### src/rtl/palette_pkg.sv
// Shared types and constants for the palette quantizer and colour-compare blocks.
package palette_pkg;

    typedef struct packed {
        logic [3:0] r;
        logic [3:0] g;
        logic [3:0] b;
    } rgb12_t;

    typedef enum logic [1:0] {IDLE, SEARCH, DONE} pq_state_t;

    localparam int unsigned DIST_W = 6;
    localparam logic [DIST_W-1:0] DIST_INIT = 6'd63;

    function automatic logic [3:0] abs_diff4(input logic [3:0] x, input logic [3:0] y);
        return (x > y) ? (x - y) : (y - x);
    endfunction

endpackage

### src/rtl/color_dist.sv
// Manhattan distance between two 12-bit RGB colours, 0..45.
module color_dist
    import palette_pkg::*;
(
    input  rgb12_t            a,
    input  rgb12_t            b,
    output logic [DIST_W-1:0] d
);

    always_comb begin
        d = DIST_W'(abs_diff4(a.r, b.r)) + DIST_W'(abs_diff4(a.g, b.g))
          + DIST_W'(abs_diff4(a.b, b.b));
    end

endmodule

### src/rtl/palette_quantizer.sv
// Nearest-entry search of a 12-bit RGB colour against a loadable palette,
// one entry per cycle, with valid/ready handshakes on both sides.
module palette_quantizer
    import palette_pkg::*;
#(
    parameter int unsigned IDX_W = 4
) (
    input  logic              Clk,
    input  logic              Reset_n,
    input  logic              pal_we,
    input  logic [IDX_W-1:0]  pal_addr,
    input  logic [11:0]       pal_data,
    output logic              pal_busy,
    input  logic              in_valid,
    output logic              in_ready,
    input  logic [11:0]       in_rgb,
    output logic              out_valid,
    input  logic              out_ready,
    output logic [IDX_W-1:0]  out_index,
    output logic [DIST_W-1:0] out_dist
);

    localparam int unsigned N = 1 << IDX_W;
    localparam logic [IDX_W-1:0] CNT_MAX = IDX_W'(N - 1);

    pq_state_t         state;
    rgb12_t            pal [N];
    rgb12_t            rgb_q;
    logic [IDX_W-1:0]  cnt;
    logic [DIST_W-1:0] best_dist;
    logic [IDX_W-1:0]  best_idx;

    logic [DIST_W-1:0] d;
    logic [DIST_W-1:0] nxt_dist;
    logic [IDX_W-1:0]  nxt_idx;
    logic              last;

    color_dist u_dist (
        .a (rgb_q),
        .b (pal[cnt]),
        .d (d)
    );

    // Strict compare keeps the lower index on ties.
    always_comb begin
        nxt_dist = best_dist;
        nxt_idx  = best_idx;
        if (d < best_dist) begin
            nxt_dist = d;
            nxt_idx  = cnt;
        end
        last = (d == '0) || (cnt == CNT_MAX);
    end

    assign in_ready = (state == IDLE);
    assign pal_busy = (state != IDLE);

    // Reset image is a grey ramp; deeper palettes repeat it.
    always_ff @(posedge Clk) begin
        if (!Reset_n) begin
            for (int i = 0; i < N; i++) begin
                pal[i] <= {i[3:0], i[3:0], i[3:0]};
            end
        end else if (pal_we && state == IDLE) begin
            pal[pal_addr] <= pal_data;
        end
    end

    always_ff @(posedge Clk) begin
        if (!Reset_n) begin
            state     <= IDLE;
            rgb_q     <= '0;
            cnt       <= '0;
            best_dist <= DIST_INIT;
            best_idx  <= '0;
            out_valid <= 1'b0;
            out_index <= '0;
            out_dist  <= '0;
        end else begin
            unique case (state)
                IDLE: begin
                    if (in_valid) begin
                        rgb_q     <= in_rgb;
                        cnt       <= '0;
                        best_dist <= DIST_INIT;
                        best_idx  <= '0;
                        state     <= SEARCH;
                    end
                end
                SEARCH: begin
                    best_dist <= nxt_dist;
                    best_idx  <= nxt_idx;
                    if (last) begin
                        out_valid <= 1'b1;
                        out_index <= nxt_idx;
                        out_dist  <= nxt_dist;
                        state     <= DONE;
                    end else begin
                        cnt <= cnt + 1'b1;
                    end
                end
                DONE: begin
                    if (out_ready) begin
                        out_valid <= 1'b0;
                        state     <= IDLE;
                    end
                end
                default: state <= IDLE;
            endcase
        end
    end

endmodule

### config.mk
export PLATFORM = sky130hd
export DESIGN_NAME = palette_quantizer
export DESIGN_NICKNAME = d
export VERILOG_FILES = /design/src/rtl/palette_pkg.sv /design/src/rtl/color_dist.sv /design/src/rtl/palette_quantizer.sv
export SDC_FILE = /design/constraint.sdc
export NUM_CORES = 1
export LEC_CHECK = 0
export CAP_MARGIN = 20
export CORE_MARGIN = 1.5
export CORE_UTILIZATION = 55
export DETAILED_ROUTE_END_ITERATION = 6
export GPL_TIMING_DRIVEN = 0
export PLACE_DENSITY = 0.78
export REMOVE_ABC_BUFFERS = 1
export SLEW_MARGIN = 25
export SYNTH_ARGS = -nofsm -noshare
export SYNTH_HDL_FRONTEND = slang
export SYNTH_HIERARCHICAL = 1
export SYNTH_SLANG_ARGS = --single-unit
### constraint.sdc
create_clock -name Clk -period 6.3 [get_ports Clk]
set_clock_uncertainty 0.05 [all_clocks]
set_input_delay 1.26 -clock Clk [delete_from_list [all_inputs] [get_ports Clk]]
set_output_delay 1.26 -clock Clk [all_outputs]
set_load 0.05 [all_outputs]
# Word-level counts from Yosys, hierarchy flattened
# Memory sizes are Yosys's and may differ from the RTL's. A register that Yosys moved wholly into a read port is not among the register bits.
# Cells that the tools add are included.
totals:
  reg_bits: 39
  latchBits: 0
  ram_bits: 192
  romBits: 0
  input_bits: 33
  out_inout_bits: 13
  wordCells: 72
  mem_count: 1
op_classes:
  addsub: 9
  multipliers: 0
  div_mod_pow: 0
  order_cmp: 4
  n_eq_ne: 7
  shift: 0
  mux: 27
  bitwise_logic: 0
  reduce_logical: 14
mem_list:
  columns: ["memory", "words", "width", "read_ports", "rd_clocked_by_memory_dff", "wr", "line_no", "source"]
  rows:
  - ["pal", 16, 12, 1, 1, 16, "palette_quantizer.sv:27", "rgb12_t pal [N];"]
ops:
  columns: ["op", "count"]
  rows:
  - ["2-to-1 mux 4 bit", 9]
  - ["subtractor 4 bit", 6]
  - ["one-hot mux 4 bit (2 select lines)", 2]
  - ["greater-than comparator 4 bit", 3]
  - ["2-to-1 mux 12 bit", 1]
  - ["2-to-1 mux 6 bit", 2]
  - ["one-hot mux 6 bit (2 select lines)", 1]
  - ["OR reduction 12 bit", 1]
  - ["AND reduction 3 bit", 3]
  - ["inequality test 2 bit, second input constant", 4]
  - ["2-to-1 mux 1 bit", 7]
  - ["adder 6 x 4 -> 6 bit", 1]
  - ["logical NOT 6 bit", 1]
  - ["< comparator 6 bit", 1]
  - ["2-to-1 mux 2 bit", 3]
  - ["one-hot mux 2 bit (3 select lines)", 1]
  - ["AND reduction 2 bit", 3]
  - ["nonzero test 2 bit", 3]
  - ["adder 4 x 4 -> 5 bit", 1]
  - ["adder 4 x 1 -> 4 bit, second input constant", 1]
  - ["equality test 4 bit, second input constant", 1]
  - ["equality test 2 x 1 -> 1 bit, second input constant", 1]
  - ["equality test 2 bit, second input constant", 1]
  - ["logical NOT 2 bit", 1]
  - ["other kinds (3)", 3]

# Depth between registers and ports, before layout
# Gate-level depths: netlist (run 1).
depth:
  word_depth: 10
  depth_mapped: 24
  mapped_depth_nobuf: 21

# By module
# The synthesis (run 1) kept the hierarchy.
modules_own_cells:
  columns: ["module", "instances", "cells_each", "area_each_um2", "seq_area_each_um2"]
  rows:
  - ["palette_quantizer", 1, 775, 10632.7, 6626.4]
  - ["color_dist", 1, 137, 1166.1, 0.0]

# Worst setup path after synthesis (run 1)
# No wires, ideal clock.
synth_timing:
  kind: "reg2reg"
  from: "register with a tool-made name"
  to: "register out_dist[5]"
  setup_ns: 0.138
  t_arrival_ns: 5.460
  required_ns: 6.112
  path_slack_ns: 0.652
  stages_incl_launch_ff: 22
  n_path_buf: 3
  period_less_slack_ns: 5.648
  cell_sequence: "dfxtp_1 -> buf_2 -> buf_1 -> mux4_2 -> mux4_2 -> ha_1 -> fa_1 -> nor2b_4 -> o311a_4 -> mux2_2 -> fa_1 -> inv_1 -> ha_1 -> inv_1 -> fa_1 -> xnor2_1 -> ha_1 -> a21oi_1 -> o211ai_1 -> clkbuf_1 -> a2111oi_0 -> a211oi_1"
synth_rtl:
  columns: ["element", "line_no", "source"]
  rows:
  - ["to (signal assigned)", "palette_quantizer.sv:96", "out_dist <= nxt_dist;"]
  - ["to (decl)", "palette_quantizer.sv:20", "output logic [DIST_W-1:0] out_dist"]

==> results of run 1 <==
## metal layers
| metal | vias up | global-route usage |
|---|---|---|
| li1 | 3409 | - |
| met1 | 3720 | 0.334 |
| met2 | 436 | 0.415 |
| met3 | 78 | 0.0503 |
| met4 | 0 | 0.115 |
| met5 | - | 0 |
## what timing repair did
item                                    in CTS  in global routing
endpoints found under the setup margin      26                 24
gates resized for setup                      4                 11
buffers inserted                             2                  4
hold buffers                                 0                  0
hold endpoints to repair                     0                  0
pin swaps                                    0                  2
## per-stage QoR
step	hold slack (ns)	cells	worst slack [ns]	instance area (um2)	setup TNS (ns)
final	0.421	1217	0.219	13300	0
after global routing	0.454	1217	-0.0792	13300	-0.498
after CTS	0.424	1213	0.00261	13200	0
after detailed placement	0.413	1165	-0.340	12300	-6.67
after floorplan	0.397	842	-1.21	11500	-28.38
after global placement	0.407	1162	-2.56	12300	-94.52
## final cells by class
cell class | count | area (um2)
fillers | 1566 | 7710
flip-flops and latches | 235 | 6630
clock inverters | 18 | 199
repair buffers | 54 | 573
multi-input cells | 556 | 4740
well taps | 275 | 344
inverters | 51 | 191
clock buffers | 28 | 637
## power by group
group / internal, W / total (W) / switching [W] / leakage, nW
logic: 0.000961 / 0.00240 / 0.00144 / 1.94
registers: 0.00177 / 0.00184 / 0.0000678 / 2.00
clock network: 0.000894 / 0.00151 / 0.000614 / 0.403
## worst max-delay path: stages (launching register included)
cell	delay [ns]
dfxtp_4	0.38
buf_12	0.22
mux4_2	0.62
mux4_2	0.54
ha_1	0.42
a211oi_2	0.29
or2_1	0.17
mux2_2	0.33
mux2i_1	0.19
fa_1	0.49
inv_1	0.08
ha_1	0.22
a21o_1	0.17
a21oi_1	0.16
xnor2_1	0.27
ha_1	0.33
nand2_1	0.15
o211ai_1	0.11
buf_4	0.19
a2111oi_1	0.44
a211oi_1	0.10
## cell usage after synthesis (3+ instances only)
| cell type | count |
|---|---|
| a2111oi_0 | 10 |
| a211oi_1 | 10 |
| a21boi_0 | 13 |
| a21o_1 | 5 |
| a21oi_1 | 13 |
| a31oi_1 | 5 |
| and2_1 | 37 |
| and3_1 | 23 |
| buf_1 | 6 |
| buf_2 | 8 |
| buf_6 | 4 |
| clkbuf_1 | 49 |
| dfxtp_1 | 43 |
| edfxtp_1 | 192 |
| fa_1 | 11 |
| ha_1 | 30 |
| inv_1 | 51 |
| mux2_2 | 4 |
| mux2i_1 | 19 |
| mux4_2 | 59 |
| nand2_1 | 85 |
| nand2b_1 | 19 |
| nand3_1 | 14 |
| nand3b_1 | 8 |
| nor2_1 | 46 |
| nor2b_1 | 10 |
| nor3_1 | 9 |
| nor3_2 | 3 |
| nor3b_1 | 3 |
| nor4_1 | 25 |
| o21a_1 | 4 |
| o21ai_0 | 22 |
| or3_1 | 45 |
| xnor2_1 | 3 |
## worst max-delay path by stage
stage / cells after the start / slack [ns] / end
after floorplan: 18 / -1.21 / best_dist[0]
after global placement: 19 / -2.56 / best_dist[1]
after detailed placement: 20 / -0.34 / best_idx[1]
after CTS: 18 / 0.003 / out_index[0]
after global routing: 22 / -0.08 / out_dist[3]
final: 20 / 0.22 / out_index[0]
## kinds of logic (layout without fill, tap and decap cells)
logic type	after synthesis	after routing
mux	83	83
fa+ha+maj	41	41
flops	235	235
buf+inv	121	151
compound gates	90	90
xor+xnor	4	4
simple gates	338	338
## registers in the layout, summed over array words and instances (netlist names), named ones only
register,cells
best_idx,4
best_dist,6
pal,192
rgb_q,12
out_dist,6
state,2
cnt,4
out_index,4
out_valid,1
==> metrics.yaml, run 1 <==
status:
  status: "finished clean"
clocking:
  cts.sinks: 235
  cts_root_buffer: "clkbuf_16"
  cts_made_buffers: 25
  clk_latency_ns: 0.53
  ctsLongestPathBuffers: 3
  clk_pin_slew_worst_paths_ns: 0.06
  cts.htree.levels: 1
  cts_tree: "built"
synth:
  synth_edf_count: 192
  synth_cell_type_count: 54
  synth.mux.area_fraction: 0.135
  syn_area_um2: 11800
  syn_inst: 912
  synth_top_family_by_area: "simple AND/OR/NAND/NOR gates"
  synthFlopType: "edfxtp_1"
  yosys.area_share.simple: 0.153
  synth_compound_area_frac: 0.0529
  synth_async_sr_flop_share: 0
  yosysWarningCount: 6
  yosys-top-cells-area: "edfxtp_1, mux4_2, dfxtp_1"
  synth_adder_area_share: 0.0505
  yosys_register_bits: 235
  synth.avg_cell_area_um2: 12.9
  synth_xor_area_frac: 0.00297
  yosys.area.top_type: "edfxtp_1"
  synth_top_area_frac: 0.489
  ys_seq_area_frac: 0.562
die:
  die_area_um2: 22300
  dieHeight_um: 149
  fp.dieW_um: 149
  core_area_um2: 21000
  start_util: 0.561
  io_pins: 46
  core.rowCount: 53
drt:
  route.detailed.drc: 0
  vias: 7643
  viasPerCell: 6.28
  wirelength_um: 28300
  top_layer: "met4"
  wl_per_cell_um: 23.2
  ant_nets: 0
  first_pass_iters: 6
  met1_length_um: 10600
  initialDrtViolationCount: 542
  route.met3.wl_um: 2880
  route.met2.wl_um: 13500
critical_path:
  crit_type: "reg -> reg"
  critPathMaxFanout: 23
  reg2reg_slack_ns: 0.22
  timing.rr.end: "out_index[0]"
  r2r_cells: 20
  setup.worst_path.start_class: "register"
  arrival_ns: 6.42
  cp.required_ns: 6.64
  critPathCaptureType: "register"
timing:
  rsz0062_at_grt: "yes"
  fmax_mhz: 164
  slew_headroom: 0.303
  drv_slew: 0
  min_period_over_period: 0.965
  worst_pin_slew_ns: 1.04
  min_period_ns: 6.08
  hold_viol: 0
  setup_violations: 0
grt:
  track_usage: 0.255
  overflow: 0
  grt_pass1_wl_um: 42400
  antenna_found_initial: 0
  first_global_vias: 7497
  grt_max_degree: 66
cells_and_area:
  num_antenna_cells: 0
  fin_util: 0.633
  mostFrequentLayoutCells: "edfxtp_1, nand2_1, mux4_2, inv_1"
  num-nets-final: 997
  syn_to_final_growth_pct: 12.8
  layout_commonest_cell: "edfxtp_1"
  layout-drive-gt1-share: 0.149
power:
  ir_drop_uv: 461
  p_per_area_nw_per_um2: 432
  p_leak_nw: 4.35
  finalPower_w: 0.00575
placed_design:
  io_buffers: 45
  place_congestion: 0.836
  hpwl_um: 17500
hold_path:
  worstHoldStart: "best_idx[3]"
  hold_depth: 2
  hold_end: "best_idx[3]"
  hold_path_class: "reg -> reg"
job:
  max_cap_viol_count: 0
Note: power is estimated with default switching activity, not from simulation.
==> inputs of run 2 (changes only) <==
--- a/config.mk
+++ b/config.mk
@@ -10,8 +10,8 @@
 export CORE_UTILIZATION = 55
 export DETAILED_ROUTE_END_ITERATION = 6
 export GPL_TIMING_DRIVEN = 0
+export HOLD_SLACK_MARGIN = 0.03
 export PLACE_DENSITY = 0.78
-export REMOVE_ABC_BUFFERS = 1
 export SLEW_MARGIN = 25
 export SYNTH_ARGS = -nofsm -noshare
 export SYNTH_HDL_FRONTEND = slang
==> run 2 against run 1 <==
Effect of this change: sequential cell count unchanged; clock power decreased by 5%; global-route usage increased by 3.1 points; critical path type unchanged; cell area increased by 2.2%; largest cell class unchanged; register-to-register slack about the same; largest power group unchanged; sequential power about the same; wire length increased by 9.3%; setup slack improved by 0.0059 ns.
==> metrics.yaml, run 2 (synthesis gave the netlist of run 1 again) <==
status:
  status: "finished clean"
hold_path:
  hold_path_class: "reg -> reg"
clocking:
  postCtsHoldBufs: 0  # unchanged
  cts.sinks: 235  # unchanged
  cts_root_buffer: "clkbuf_16"
  ctsLongestPathBuffers: 3  # unchanged
  cts_tree: "built"
  cts.htree.levels: 1  # unchanged
  clk_latency_ns: 0.55  # +0.02 ns
  clk_pin_slew_worst_paths_ns: 0.06  # about the same
  cts_made_buffers: 25  # unchanged
drt:
  initialDrtViolationCount: 797  # +47%
  vias: 8154  # +6.7%
  wl_per_cell_um: 24.1  # +3.7%
  route.detailed.drc: 0  # unchanged
  viasPerCell: 6.36  # +1.2%
  first_pass_iters: 7  # +1
  ant_nets: 0  # unchanged
  wirelength_um: 30900  # +9.3%
grt:
  gr-usage-met2: 0.465  # +0.0509
  track_usage: 0.286  # +0.0307
  first_global_vias: 8143  # +8.6%
  grt_pass1_wl_um: 46900  # +11%
  grtUsageMet1: 0.368  # +0.0337
  overflow: 0  # unchanged
  antenna_found_initial: 1  # +1
  grt_max_degree: 14  # -79%
  grt_use_met3: 0.0640  # +0.0137
  grt_busiest_layer: "met2"
critical_path:
  crit_type: "reg -> reg"
  crit_top_cell: "fa_1"
  cp.required_ns: 6.70  # +0.06 ns
  cpMaxStageDelayCell: "mux4_2"
  crit_family: "adder cells"
  crit_buf_inv: 5  # +2
  setup.worst_path.start_class: "register"
  path_cells: "buf_12 > buf_8 > mux4_2 > mux4_2 > ha_1 > fa_1 > nor2b_4 > o311a_4 > mux2_2 > fa_1 > inv_1 > ha_1 > inv_1 > fa_1 > xnor2_2 > buf_4 > nor4_4 > a2111o_1 > or3_1 > a21oi_1"
  max_stage_delay_ns: 0.56  # -0.06 ns
  arrival_ns: 6.48  # +0.06 ns
  critPathMaxFanout: 10  # -57%
  critPathCaptureType: "register"
placed_design:
  place_congestion: 0.954  # +14%
  hpwl_um: 21200  # +21%
  io_buffers: 45  # unchanged
cells_and_area:
  layout-drive-gt1-share: 0.159  # +0.0103
  layout_commonest_cell: "edfxtp_1"
  mostFrequentLayoutCells: "edfxtp_1, nand2_1, mux4_2, inv_1, clkbuf_1"
  num-nets-final: 1062  # +6.5%
  syn_to_final_growth_pct: 15.3
  reg.largest.list: "pal: 192 flops, rgb_q: 12 flops"
  filler_cell_count: 1535  # -2.0%
  top_register: "pal"
  largest_register_ffs: 192  # unchanged
synth:
  syn_nets: 986
power:
  ir_drop_uv: 433  # -6.0%
  p_leak_nw: 4.47  # +2.7%
  p_sw_w: 0.00235  # +11%
  p_per_area_nw_per_um2: 449  # +3.9%
  finalPower_w: 0.00610  # +6.2%
  swShare: 0.385  # +0.0152
  pwr-share-seq: 0.299  # -0.021
  p_clk_frac: 0.236  # -0.026
  intPower_w: 0.00376  # +3.7%
  comb_power_share: 0.466  # +0.048
timing:
  slew_headroom: 0.345  # +0.0420
  worst_pin_slew_ns: 0.981  # -0.0627 ns
  setup_violations: 0  # unchanged
  min_period_over_period: 0.964  # about the same
  hold_viol: 0  # unchanged
  min_period_ns: 6.08  # -0.00594 ns
  fmax_mhz: 165  # about the same
  drv_slew: 0  # unchanged
  tns_ns: 0  # unchanged
die:
  fp.dieW_um: 149  # unchanged
  core_area_um2: 21000  # unchanged
  io_pins: 46  # unchanged
  die_area_um2: 22300  # unchanged
  dieHeight_um: 149  # unchanged
  core.rowCount: 53  # unchanged
  start_util: 0.561  # unchanged
job:
  max_cap_viol_count: 0  # unchanged
## run 2: path summary, 6_finish.rpt
| path | from | end | slack [ns] | depth (start not counted) |
|---|---|---|---|---|
| worst max-delay path | register | register | 0.22 | 20 |
| worst min-delay path | best_idx[1] | best_idx[1] | 0.43 | 2 |
| worst min register to register | best_idx[1] | best_idx[1] | 0.43 | 2 |
| worst max register to register | register | register | 0.22 | 20 |
## run 2: timing repair
item / CTS / global route
resized for setup: 10 / 50
endpoints found under the hold margin: 0 / 0
pin swaps: 1 / 2
setup endpoints to repair: 28 / 30
setup buffers: 1 / 3
## run 2: per-stage QoR
stage                     std cells  hold WS (ns)  setup slack (ns)  instance area (um2)   util
final                          1283         0.426             0.225                13600  0.647
after global routing           1282         0.459           -0.0420                13600  0.647
after CTS                      1280         0.426          -0.00153                13400  0.639
after detailed placement       1233         0.416            -0.410                12600  0.600
after global placement         1232         0.408            -0.303                12600  0.599
after floorplan                 912         0.397             0.652                11800      -
## run 2: cell type report
type	count	area (um2)	share of cell area
antenna	1	2.50	0.000184
buffer	69	369	0.0271
clock buffer	33	666	0.0489
clock inverter	13	125	0.00920
inverter	51	191	0.0141
multi-input combinational	556	4790	0.352
sequential	235	6630	0.487
tap	275	344	0.0253
timing repair buffer	50	488	0.0359
## run 2: power groups by stage
stage | Sequential (W) | Combinational, W | Clock (W)
6_report | 0.00182 | 0.00284 | 0.00144
4_1_cts | 0.00182 | 0.00233 | 0.00145
3_3_place_gp | 0.00185 | 0.00215 | 0
3_5_place_dp | 0.00185 | 0.00221 | 0
2_1_floorplan | 0.00193 | 0.00153 | 0
5_1_grt | 0.00183 | 0.00305 | 0.00150
## run 2: routing by layer
| layer | up-vias | wire [um] |
|---|---|---|
| met2 | 502 | 14900 |
| li1 | 3541 | - |
| met5 | - | 0 |
| met4 | 0 | 1550 |
| met1 | 4010 | 11200 |
| met3 | 101 | 3350 |
## run 2: tightest hold or removal path, cell delays in order, from the launching register on
cell and delay, ns:
dfxtp_1 0.31, nand3_1 0.06, mux2i_1 0.06
==> inputs of run 3 (changes only) <==
--- a/config.mk
+++ b/config.mk
@@ -12,6 +12,7 @@
 export GPL_TIMING_DRIVEN = 0
 export HOLD_SLACK_MARGIN = 0.03
 export PLACE_DENSITY = 0.78
+export REMOVE_ABC_BUFFERS = 1
 export SLEW_MARGIN = 25
 export SYNTH_ARGS = -nofsm -noshare
 export SYNTH_HDL_FRONTEND = slang
==> results of run 3 <==
Final layout, timing and power as in run 1 (identical DEF).
